$ cat src/rtl/rgb_color_sequencer_pkg.sv
`default_nettype none
// ============================================================================
// Module   : rgb_pkg
// Purpose  : Shared palette constants, FSM state type and index width for the
//            RGB colour sequencer.
// Revision : 1.0
// ============================================================================
package rgb_pkg;

    localparam int IDX_W = 2;

    localparam logic [23:0] PAL_WHITE   = 24'h3F3F3F;
    localparam logic [23:0] PAL_RED     = 24'h7F0000;
    localparam logic [23:0] PAL_GREEN   = 24'h007F00;
    localparam logic [23:0] PAL_BLUE    = 24'h00007F;
    localparam logic [23:0] PAL_DEFAULT = 24'h5F5F5F;

    typedef enum logic [1:0] {
        MANUAL   = 2'd0,
        AUTO     = 2'd1,
        OVERRIDE = 2'd2
    } state_t;

    function automatic logic [23:0] palette_color(input logic [IDX_W-1:0] idx);
        logic [23:0] color;
        case (idx)
            2'd0:    color = PAL_WHITE;
            2'd1:    color = PAL_RED;
            2'd2:    color = PAL_GREEN;
            default: color = PAL_BLUE;
        endcase
        return color;
    endfunction

endpackage
`default_nettype wire

$ cat src/rtl/rgb_color_sequencer_debouncer.sv
`default_nettype none
// ============================================================================
// Module   : button_debouncer
// Purpose  : Two-flop synchroniser followed by a consecutive-cycle debounce
//            filter for one raw push-button.
// Revision : 1.0
// ============================================================================
module button_debouncer
    import rgb_pkg::*;
#(
    parameter int DEBOUNCE_CYCLES = 120000
) (
    input  logic clk,
    input  logic rst_n,
    input  logic i_btn,
    output logic o_btn_db
);

    localparam int              CNT_W      = $clog2(DEBOUNCE_CYCLES);
    localparam logic [CNT_W-1:0] c_cnt_last = CNT_W'(DEBOUNCE_CYCLES - 1);

    logic             r_sync1;
    logic             r_sync2;
    logic             r_db;
    logic [CNT_W-1:0] r_cnt;

    // Counter only runs while the synchronised level disagrees with the
    // accepted one; a single agreeing cycle restarts the qualification.
    always_ff @(posedge clk or negedge rst_n) begin
        if (!rst_n) begin
            r_sync1 <= 1'b0;
            r_sync2 <= 1'b0;
            r_db    <= 1'b0;
            r_cnt   <= '0;
        end else begin
            r_sync1 <= i_btn;
            r_sync2 <= r_sync1;
            if (r_sync2 == r_db) begin
                r_cnt <= '0;
            end else if (r_cnt == c_cnt_last) begin
                r_db  <= r_sync2;
                r_cnt <= '0;
            end else begin
                r_cnt <= r_cnt + CNT_W'(1);
            end
        end
    end

    assign o_btn_db = r_db;

endmodule
`default_nettype wire

$ cat src/rtl/rgb_color_sequencer.sv
`default_nettype none
// ============================================================================
// Module   : rgb_color_sequencer
// Purpose  : Debounced-button / auto-dwell palette sequencer producing the
//            registered 24-bit colour word for the LED PWM path.
// Revision : 1.0
// ============================================================================
module rgb_color_sequencer
    import rgb_pkg::*;
#(
    parameter int DEBOUNCE_CYCLES = 120000,
    parameter int DWELL_CYCLES    = 12000000
) (
    input  logic             clk,
    input  logic             rst_n,
    input  logic             btn_next,
    input  logic             btn_default,
    input  logic             auto_en,
    output logic [23:0]      RGBcolor,
    output logic [IDX_W-1:0] color_idx,
    output logic             rgb_update
);

    localparam int              DW_W         = $clog2(DWELL_CYCLES);
    localparam logic [DW_W-1:0] c_dwell_last = DW_W'(DWELL_CYCLES - 1);

    logic             w_next_db;
    logic             w_def_db;
    logic             r_auto_s1;
    logic             r_auto_s2;
    logic             r_next_prev;
    state_t           r_state;
    logic [IDX_W-1:0] r_idx;
    logic [DW_W-1:0]  r_dwell;
    logic [23:0]      r_rgb;
    logic             r_upd;

    logic             w_next_evt;
    state_t           w_state_nxt;
    logic             w_expired;
    logic             w_adv;
    logic [23:0]      w_rgb_nxt;

    button_debouncer #(
        .DEBOUNCE_CYCLES(DEBOUNCE_CYCLES)
    ) u_deb_next (
        .clk      (clk),
        .rst_n    (rst_n),
        .i_btn    (btn_next),
        .o_btn_db (w_next_db)
    );

    button_debouncer #(
        .DEBOUNCE_CYCLES(DEBOUNCE_CYCLES)
    ) u_deb_default (
        .clk      (clk),
        .rst_n    (rst_n),
        .i_btn    (btn_default),
        .o_btn_db (w_def_db)
    );

    always_ff @(posedge clk or negedge rst_n) begin
        if (!rst_n) begin
            r_auto_s1 <= 1'b0;
            r_auto_s2 <= 1'b0;
        end else begin
            r_auto_s1 <= auto_en;
            r_auto_s2 <= r_auto_s1;
        end
    end

    // Advance is qualified on the state being entered, so a press arriving in
    // the same cycle the override engages is already discarded.
    always_comb begin
        w_next_evt = w_next_db & ~r_next_prev;
        if (w_def_db) begin
            w_state_nxt = OVERRIDE;
        end else if (r_auto_s2) begin
            w_state_nxt = AUTO;
        end else begin
            w_state_nxt = MANUAL;
        end
        w_expired = (r_state == AUTO) && (w_state_nxt == AUTO) &&
                    (r_dwell == c_dwell_last);
        w_adv     = (w_state_nxt != OVERRIDE) && (w_next_evt || w_expired);
        w_rgb_nxt = (r_state == OVERRIDE) ? PAL_DEFAULT : palette_color(r_idx);
    end

    always_ff @(posedge clk or negedge rst_n) begin
        if (!rst_n) begin
            r_state     <= MANUAL;
            r_next_prev <= 1'b0;
            r_idx       <= '0;
            r_dwell     <= '0;
            r_rgb       <= PAL_WHITE;
            r_upd       <= 1'b0;
        end else begin
            r_state     <= w_state_nxt;
            r_next_prev <= w_next_db;
            if (w_adv) begin
                r_idx <= r_idx + IDX_W'(1);
            end
            if (((w_state_nxt == AUTO) && (r_state != AUTO)) || w_adv) begin
                r_dwell <= '0;
            end else if (w_state_nxt == AUTO) begin
                r_dwell <= r_dwell + DW_W'(1);
            end
            r_rgb <= w_rgb_nxt;
            r_upd <= (w_rgb_nxt != r_rgb);
        end
    end

    assign RGBcolor   = r_rgb;
    assign color_idx  = r_idx;
    assign rgb_update = r_upd;

endmodule
`default_nettype wire

$ cat config.mk
export PLATFORM = sky130hd
export DESIGN_NAME = rgb_color_sequencer
export DESIGN_NICKNAME = d
export VERILOG_FILES = /design/src/rtl/rgb_color_sequencer_pkg.sv /design/src/rtl/rgb_color_sequencer_debouncer.sv /design/src/rtl/rgb_color_sequencer.sv
export SDC_FILE = /design/constraint.sdc
export NUM_CORES = 1
export LEC_CHECK = 0
export BUFFER_PORTS_ARGS = -buffer_cell sky130_fd_sc_hd__buf_2
export CAP_MARGIN = 30
export CORE_ASPECT_RATIO = 0.5
export CORE_MARGIN = 2
export CORE_UTILIZATION = 45
export CTS_CLUSTER_SIZE = 16
export DETAILED_ROUTE_END_ITERATION = 6
export SYNTH_ARGS = -nofsm -noshare
export SYNTH_HDL_FRONTEND = slang
export SYNTH_HIERARCHICAL = 1
export SYNTH_SLANG_ARGS = --single-unit
$ cat constraint.sdc
create_clock -name clk -period 2 [get_ports clk]
set_input_delay 0 -clock clk [delete_from_list [all_inputs] [get_ports clk]]
set_output_delay 0 -clock clk [all_outputs]
set_load 0.05 [all_outputs]
# After elaboration in Yosys (flattened, before gate mapping)
# Cells that the tools add are included.
[totals]
elab_cells = 57
regBits = 96
inputBits = 5
[op_classes]
n_addsub = 4
reduce_logical = 10
n_mux = 10
bitwise_logic = 4
eq_ne = 13
[ops]
columns = ["op", "n"]
rows = [
  ["$mux W24", 3],
  ["$pmux W23 S3", 1],
  ["$mux W17", 4],
  ["$add A17 B1 Y17 const B", 2],
  ["$eq A17 B17 Y1 const B", 2],
  ["$add A24 B1 Y24 const B", 1],
  ["$eq A24 B24 Y1 const B", 1],
  ["$ne A24 B24 Y1", 1],
  ["$eq A2 B1 Y1 const B", 3],
  ["$eq A2 B2 Y1 const B", 2],
  ["$logic_and A1 B1 Y1", 4],
  ["$reduce_and A2 Y1", 2],
  ["$not A1 Y1", 3],
  ["$add A2 B1 Y2 const B", 1],
  ["$eq A1 B1 Y1", 2],
  ["$logic_not A2 Y1", 1],
  ["$logic_or A1 B1 Y1", 2],
  ["$mux W2", 1],
  ["$ne A2 B1 Y1 const B", 1],
  ["$ne A2 B2 Y1 const B", 1],
  ["$reduce_bool A2 Y1", 1],
  ["$and A1 B1 Y1", 1],
  ["$mux W1", 1],
]

# Depth between registers and ports, before layout
# Gate-level depths: netlist of the first run.
[logic_depth]
word_depth = 9
mapped_depth = 8
ltp_nobuf = 7

# Hierarchy
# The synthesis of the first run kept the hierarchy.
[modules_own_cells]
columns = ["module", "n_inst", "area_each_um2", "seq_area_each_um2", "cells_each"]
rows = [
  ["rgb_color_sequencer", 1, 2328.5, 1033.5, 248],
  ["button_debouncer", 2, 970.9, 500.5, 92],
]

# Worst setup path before layout of the first run
# Ideal clock, no wire load.
[synth_path]
kind = "register to register"
startpoint = "register r_idx[0], in the netlist color_idx[0]"
endpoint = "register r_upd, in the netlist rgb_update"
setup_slack_ps = -362
period_less_slack_ps = 2362
required_time_ps = 1871
t_arrival_ps = 2233
stages_incl_launch_ff = 7
n_path_buf = 0
path_cell_list = "dfrtp_1 ha_1 o21bai_1 or2_2 a2111oi_0 o21ai_0 a2111o_1"
[synth_between]
elab_chain_cells = 4
word_cells_on_any_way = 6
classes_between = "3 x eq/ne; 2 x mux; 1 x reduce/logical"
[synth_rtl]
columns = ["item", "line_no", "source"]
rows = [
  ["from (decl)", "rgb_color_sequencer.sv:33", "logic [IDX_W-1:0] r_idx;"],
  ["from (signal assigned)", "rgb_color_sequencer.sv:101", "r_idx <= r_idx + IDX_W'(1);"],
  ["$eq A2 B2 Y1, or another cell as far along", "rgb_color_sequencer_pkg.sv:26", "case (idx)"],
  ["$pmux W23 S3 *", "rgb_color_sequencer_pkg.sv:26", ""],
  ["$mux W24 *", "rgb_color_sequencer.sv:86", "w_rgb_nxt = (r_state == OVERRIDE) ? PAL_DEFAULT : palette_color(r_idx);"],
  ["$ne A24 B24 Y1 *", "rgb_color_sequencer.sv:109", "r_upd <= (w_rgb_nxt != r_rgb);"],
  ["to (signal assigned)", "rgb_color_sequencer.sv:109", ""],
  ["to (decl)", "rgb_color_sequencer.sv:36", "logic r_upd;"],
]
# Mark *: on every way between the ends. The rest lies on a longest branch, timed or not.
# A chain may end at the register's enable or synchronous reset.

# Worst setup path in the final report of the first run
[layout_path]
startpoint = "register r_dwell[14]"
endpoint = "register r_dwell[22]"
[layout_between]
elab_chain_cells = 6
word_cells_on_any_way = 9
classes_between = "1 x add/sub; 1 x eq/ne; 2 x mux; 5 x reduce/logical"
[layout_rtl]
columns = ["item", "line_no", "source"]
rows = [
  ["from (decl)", "rgb_color_sequencer.sv:34", "logic [DW_W-1:0] r_dwell;"],
  ["from (signal assigned)", "rgb_color_sequencer.sv:106", "r_dwell <= r_dwell + DW_W'(1);"],
  ["parallel branches: the longest is 6 deep, another holds $add A24 B1 Y24", "n/a", ""],
]
# Parallel ways; which one is timed is not known. The select of a mux whose other input is x is not followed.

==> summary.md, run 1 <==
### Run status
- finished with violations — status
- setup timing — violations in the final reports

### Route
- 8640 um — Final Routed Wirelength
- 0 — Detail Route Antenna Nets
- 3,345 — via count
- 4 — number of detailed-routing iterations run before antenna repair
- 0 — DRC errors left
- 5.35 — Vias/cell
- 242 — DRC marker count from the first detailed-route iteration
- 13.8 um — Routed WL per cell

### Global routing
- 3,018 — via count of the first global-routing pass
- 0 — residual overflow from global routing
- 14,800 um — wire length of the first global-routing pass
- 46 — largest net degree at the start of global routing
- 18.4% — total routing resource utilization after global routing
- 0 — antenna violations before repair

### Critical path
- flop — Setup crit end kind
- -130 ps — worst reg-to-reg setup slack
- 2360 ps — Critical Path AT
- 6 — worst reg-to-reg path cell count
- r_dwell[22] — Critical R2R Capture
- 2230 ps — endpoint required time on the critical path
- flop — CP startpoint kind
- reg2reg — worst setup path class
- r_dwell[14] — Reg2Reg Launch Point
- 17 — top fanout value on the critical path

### STA
- 57.5% — headroom to the max-slew limit
- 106% — portion of the clock cycle consumed by the worst path in the final layout
- 636 ps — slew of the pin with the lowest slew margin
- -130 ps — PnR worst setup slack
- 470 MHz — Max Fclk
- 197 ps — hold slack final
- 2130 ps — Min Clock Period, post-route
- 7.20 ps — setup skew after layout
- true — RSZ-0062 raised after global routing
- 21 — number of endpoints failing setup at the final stage
- 0 — Hold Violations, Final
- 0 — Final Slew Violations

### Finish
- 27.2% — layout cell share with drive strength beyond 1
- 0.00210 mm^2 — Multi-input gate area
- 23.6% — area added between synthesis and finish
- 0.00204 mm^2 — Sequential Area
- 820 — total of fill cells in the finished design
- 513 — Nets
- 0 — number of diodes added for antenna fixing

### CTS
- 340 ps — clock latency on the worst-skew pair
- clkbuf_16 — Clk Tree Root Cell
- 9 — Num CTS Buffers
- 3 — CTS HTree Levels
- 2 — Longest Clk Path Bufs
- yes — TritonCTS clock tree
- 60 ps — clock transition at the register clock pins on the worst setup and hold paths after CTS
- 81 — number of clock sinks

### Placement
- -126 ps — setup slack at placement
- 28 — Port-buffer cells
- 0.802 — last weighted congestion value of the routability-driven placer
- 6050 um — half-perimeter wire length after placement

### Floorplan
- 45.8% — effective utilization at floorplan
- 32 — Top-Level Pins
- 25 — number of placement rows
- 0.0103 mm^2 — area enclosed by the die boundary
- 142 um — x dimension of the die
- 0.00932 mm^2 — core region area
- 72.9 um — chip height

### Synthesis
- 6.77% — XOR/XNOR share of the synthesized area
- simple AND/OR/NAND/NOR gates — main combinational cell family by area after synthesis
- 62 — number of distinct library cells after synthesis
- 47.6% — share of the yosys chip area belonging to registers
- 0.00427 mm^2 — cell area after synthesis
- 0.996% — multiplexer area fraction after synthesis
- 2.64% — adder-cell share of the synthesized area
- 100% — Synth async-reset ratio
- 81 — FF+latch count, synth
- dfrtp_1 — dominant synthesized flop cell
- dfrtp_1 — most common cell in the netlist
- 6 — warning count from the yosys run
- dfrtp_1, xnor2_1, nor2_1 — leading cell types by total area after synthesis
- 0 — number of enable-type register cells in the synthesized netlist
- dfrtp_1 — library cell occupying the most area in the post-synthesis netlist
- 12.6% — compound-cell area share of the yosys netlist
- dfrtp_1, nor2_1, nand2_1 — most numerous cell types in the synthesized netlist
- 9.89 um^2 — Avg Cell Area, Syn
- 432 — number of instances in the synthesized netlist
- 23.3% — simple-gate share of the synthesized area
- 43.9% — proportion of netlist area held by the largest area contributor

### Flow run
- 0 — number of max-cap violations

### Power
- 3.82 mW — Tot Pwr
- 2.21 nW — cell leakage power
- 49.6% — clock share of power
- 21.9% — Switching Fraction
- 0.430 mV — Worst IR Drop VDD
- 44.5% — proportion of power drawn by flip-flops and latches
- 723 mW/mm^2 — power density normalized to cell area
- 0.835 mW — power dissipated by switching net loads
- 2.98 mW — internal power summed over all cells
- 5.9% — part of the power in combinational logic

### Hold path
- in2async — min-delay worst type

[power groups by stage]
| stage | Clock [mW] | Sequential, mW | Combinational (mW) |
|---|---|---|---|
| 5_1_grt | 2.01 | 1.70 | 0.255 |
| 6_report | 1.89 | 1.70 | 0.225 |
| 4_1_cts | 1.94 | 1.69 | 0.228 |
| 2_1_floorplan | 0 | 1.73 | 0.111 |
| 3_5_place_dp | 0 | 1.72 | 0.218 |
| 3_3_place_gp | 0 | 1.72 | 0.213 |
[metrics by stage]
step | std cells | setup TNS (ps) | cell area (um^2) | util (%)
3_5_place_dp | 602 | -1780 | 4780 | 51.2
2_1_floorplan | 434 | -2090 | 4300 | -
6_report | 625 | -1530 | 5280 | 56.6
5_1_grt | 625 | -2830 | 5280 | 56.6
4_1_cts | 623 | -1500 | 5220 | 56.0
3_3_place_gp | 601 | -1460 | 4770 | 51.2
[sequential cells by signal, summed over array words and instances (netlist names), 2 cells and up]
| signal | flops |
|---|---|
| r_dwell | 24 |
| r_state | 2 |
| color_idx | 2 |
| RGBcolor | 9 |
| u_deb_next/r_cnt | 17 |
| u_deb_default/r_cnt | 17 |
[cell families after synthesis]
family,count (synthesis)
flops,81
xor+xnor,33
other cells,1
buf+inv,43
compound gates,73
fa+ha+maj,9
simple gates,188
mux,4
[how the worst max path moves through the flow]
stage / startpoint / to / slack, ps / cells past startpoint
final: r_dwell[14] / r_dwell[22] / -130 / 6
after global routing: r_dwell[14] / r_dwell[22] / -180 / 6
after CTS: r_dwell[14] / r_dwell[22] / -130 / 6
after detailed placement: r_dwell[14] / r_dwell[14] / -130 / 6
after global placement: r_dwell[14] / r_dwell[22] / -110 / 6
after floorplan: r_dwell[14] / r_dwell[23] / -180 / 6
[metal layers]
| layer | vias up | routed length (um) | part of all wire [%] | GRT usage, % |
|---|---|---|---|---|
| met5 | - | 0 | 0 | 0 |
| met4 | 0 | 106 | 1.2 | 5.33 |
| met3 | 12 | 404 | 4.7 | 5.77 |
| met2 | 65 | 3720 | 43 | 27.7 |
| met1 | 1612 | 4410 | 51 | 25.8 |
| li1 | 1656 | - | - | - |
[area by class of cell]
cell class | instances | share of cell area, %
clock buffers | 9 | 4.27
clock inverters | 7 | 2.25
inverters | 15 | 1.11
multi-input cells | 310 | 39.7
flip-flops and latches | 81 | 38.6
well taps | 121 | 2.87
repair buffers | 82 | 11.2
[cell usage in the layout, fill, tap and decap left out, drive strengths merged, types with 3 or more instances in the layout]
cell,netlist,final
dfstp,6,6
nor4,11,11
and4b,3,3
nand4,19,19
xnor2,25,25
nor2,56,56
xor2,8,8
conb,1,3
o21bai,3,3
nand2,30,30
nand2b,8,8
a22o,3,3
dlygate4sd3,0,4
a31oi,12,12
bufinv,0,3
nand3,22,22
a41oi,3,3
or2,4,4
o21ai,18,18
dfrtp,75,75
nor2b,4,4
nor3,15,15
inv,15,15
a21oi,13,13
clkbuf,5,9
o211ai,3,3
buf,23,78
ha,9,9
[worst max-delay path, cell delays in order, from the launching register on]
cell and delay (ps):
dfrtp_1 370, or4b_1 510, or4_4 450, o211a_4 280
buf_12 150, a32oi_1 180, nand2_1 70
[timing repair]
action | CTS | global route
endpoints found under the setup margin | 25 | 28
buffers inserted | 1 | 2
hold endpoints to repair | 44 | 0
gates resized for setup | 11 | 9
gates cloned | 0 | 0
hold buffers | 4 | 0
pin swaps | 9 | 10
(Power assumes the default switching activity.)
==> run 2, diff against run 1 <==
- CAP_MARGIN: 30 -> unset
- CORE_UTILIZATION: 45 -> 40
- MAX_ROUTING_LAYER: unset -> met4
==> run 2 against run 1 <==
  * The flow still finishes with violations (setup timing)
  * Sequential power hardly changed
  * Critical endpoint is now r_dwell[23]
  * Sequential share of layout area is 0.37 points higher
  * Routed wire length is 4.1% higher
  * Via count is 0.51% lower
  * Final area is 0.95% lower
  * Highest routed layer unchanged
  * Core utilization is 5.9 points lower
  * Largest power group is now sequential cells
  * Final cell count is 3.4% higher
  * Critical path depth is 1 lower
  * Flip-flop and latch count stayed put
  * Clock power is 22% lower
  * Fmax is 1.8% lower
  * Die area is 12% higher
==> summary.md, run 2 (same netlist as run 1, synthesis figures left out) <==
### Run status
- finished with violations — status
- setup timing — violations in the final reports

### CTS
- 2 — Longest Clk Path Bufs
- 330 ps — clock latency on the worst-skew pair
- clkbuf_16 — Clk Tree Root Cell
- 81 — number of clock sinks
- 9 — Num CTS Buffers
- yes — TritonCTS clock tree
- 60 ps — clock transition at the register clock pins on the worst setup and hold paths after CTS
- 3 — CTS HTree Levels

### Critical path
- 0 — Bufs and invs on worst path
- or4b_1 -> or4_4 -> o211a_4 -> o211a_1 -> a211o_1 — worst path cell trace
- flop — CP startpoint kind
- simple AND/OR/NAND/NOR gates — Worst path top cell family by delay
- r_dwell[23] — Critical R2R Capture
- flop — Setup crit end kind
- 5 — worst reg-to-reg path cell count
- 8 — top fanout value on the critical path
- or4b_1 — slowest cell on the critical path
- 2210 ps — endpoint required time on the critical path
- reg2reg — worst setup path class
- -170 ps — worst reg-to-reg setup slack
- 510 ps — delay of the slowest cell on the worst path
- r_dwell[14] — Reg2Reg Launch Point
- 2380 ps — Critical Path AT

### Global routing
- 0 — antenna violations before repair
- 17.5% — total routing resource utilization after global routing
- 15,500 um — wire length of the first global-routing pass
- 3,089 — via count of the first global-routing pass
- 0 — residual overflow from global routing
- 43 — largest net degree at the start of global routing

### Floorplan
- 32 — Top-Level Pins
- 0.0116 mm^2 — area enclosed by the die boundary
- 77.1 um — chip height
- 26 — number of placement rows
- 150 um — x dimension of the die
- 0.0103 mm^2 — core region area
- 41.4% — effective utilization at floorplan

### Power
- 43.4% — clock share of power
- 49.9% — proportion of power drawn by flip-flops and latches
- 650 mW/mm^2 — power density normalized to cell area
- 0.293 mV — Worst IR Drop VDD
- 23.4% — Switching Fraction
- 6.7% — part of the power in combinational logic
- 3.40 mW — Tot Pwr
- 0.796 mW — power dissipated by switching net loads
- 2.60 mW — internal power summed over all cells
- 2.20 nW — cell leakage power

### Finish
- r_dwell: 24 flops, u_deb_default/r_cnt: 17 flops, u_deb_next/r_cnt: 17 flops — biggest regs
- dfrtp_1 — most common cell after layout, fill and taps aside
- r_dwell — register bank with the most flops
- 0 — number of diodes added for antenna fixing
- 0.00212 mm^2 — Multi-input gate area
- 515 — Nets
- 0.00523 mm^2 — Post-Layout Inst Area
- 24 — max FFs per register
- dfrtp_1, nor2_1, buf_4 — most used cells in the layout excluding fill and tap cells
- 0.00204 mm^2 — Sequential Area
- 22.4% — area added between synthesis and finish
- 646 — Cell Count, Final, Fillers Out
- 28.3% — layout cell share with drive strength beyond 1
- 934 — total of fill cells in the finished design

### Placement
- 624 — number of cells after detailed placement
- 0.00480 mm^2 — Area after DPL
- 28 — Port-buffer cells
- 0.831 — last weighted congestion value of the routability-driven placer
- 6260 um — half-perimeter wire length after placement

### Route
- 3,328 — via count
- 0 — DRC errors left
- 187 — DRC marker count from the first detailed-route iteration
- 13.9 um — Routed WL per cell
- 0 — Detail Route Antenna Nets
- 9000 um — Final Routed Wirelength
- 5.15 — Vias/cell
- 5 — number of detailed-routing iterations run before antenna repair

### STA
- 108% — portion of the clock cycle consumed by the worst path in the final layout
- 56.1% — headroom to the max-slew limit
- 4.26 ps — setup skew after layout
- 0 — Final Slew Violations
- 2170 ps — Min Clock Period, post-route
- 24 — number of endpoints failing setup at the final stage
- -2430 ps — final total negative setup slack
- 196 ps — hold slack final
- 461 MHz — Max Fclk
- -168 ps — PnR worst setup slack
- 658 ps — slew of the pin with the lowest slew margin
- 0 — Hold Violations, Final
- true — RSZ-0062 raised after global routing

### Flow run
- 0 — number of max-cap violations

### Hold path
- in2async — min-delay worst type

[run 2: cell type report]
class / count / area share (%)
multi-input cells: 311 / 40.5
flip-flops and latches: 81 / 39.0
repair buffers: 83 / 11.0
clock buffers: 11 / 4.45
well taps: 140 / 3.35
inverters: 15 / 1.12
clock inverters: 5 / 0.598
[run 2: per-layer routing]
| metal | vias up | share of wire, % | global-route usage (%) |
|---|---|---|---|
| met4 | 0 | 0.80 | 5.38 |
| met3 | 4 | 4.5 | 3.99 |
| met5 | - | 0 | - |
| met2 | 70 | 44 | 25.8 |
| li1 | 1669 | - | - |
| met1 | 1585 | 50 | 24.1 |
[run 2: power by group through the flow]
stage	clock [mW]	combinational, mW	sequential (mW)
2_1_floorplan	0	0.111	1.73
3_3_place_gp	0	0.214	1.72
3_5_place_dp	0	0.219	1.73
4_1_cts	1.53	0.228	1.70
5_1_grt	1.62	0.259	1.70
6_report	1.47	0.229	1.70
[run 2: worst max-delay path by stage]
stage                            from     endpoint  depth (start not counted)
final                     r_dwell[14]  r_dwell[23]                          5
after global routing      r_dwell[14]  r_dwell[15]                          5
after CTS                 r_dwell[14]   r_dwell[1]                          5
after detailed placement  r_dwell[14]   r_dwell[3]                          6
after global placement    r_dwell[14]   r_dwell[1]                          5
after floorplan           r_dwell[14]  r_dwell[23]                          6
[run 2: what timing repair did]
item | CTS | global route
buffers inserted | 1 | 0
gates cloned | 1 | 0
pin swaps | 5 | 7
endpoints found under the hold margin | 38 | 0
gates resized for setup | 7 | 20
setup endpoints to repair | 26 | 26
hold buffers | 4 | 0
[run 2: metrics by stage]
step	setup WS [ps]	util [%]
2_1_floorplan	-181	-
3_3_place_gp	-133	46.5
3_5_place_dp	-158	46.5
4_1_cts	-150	50.0
5_1_grt	-224	50.7
6_report	-168	50.7
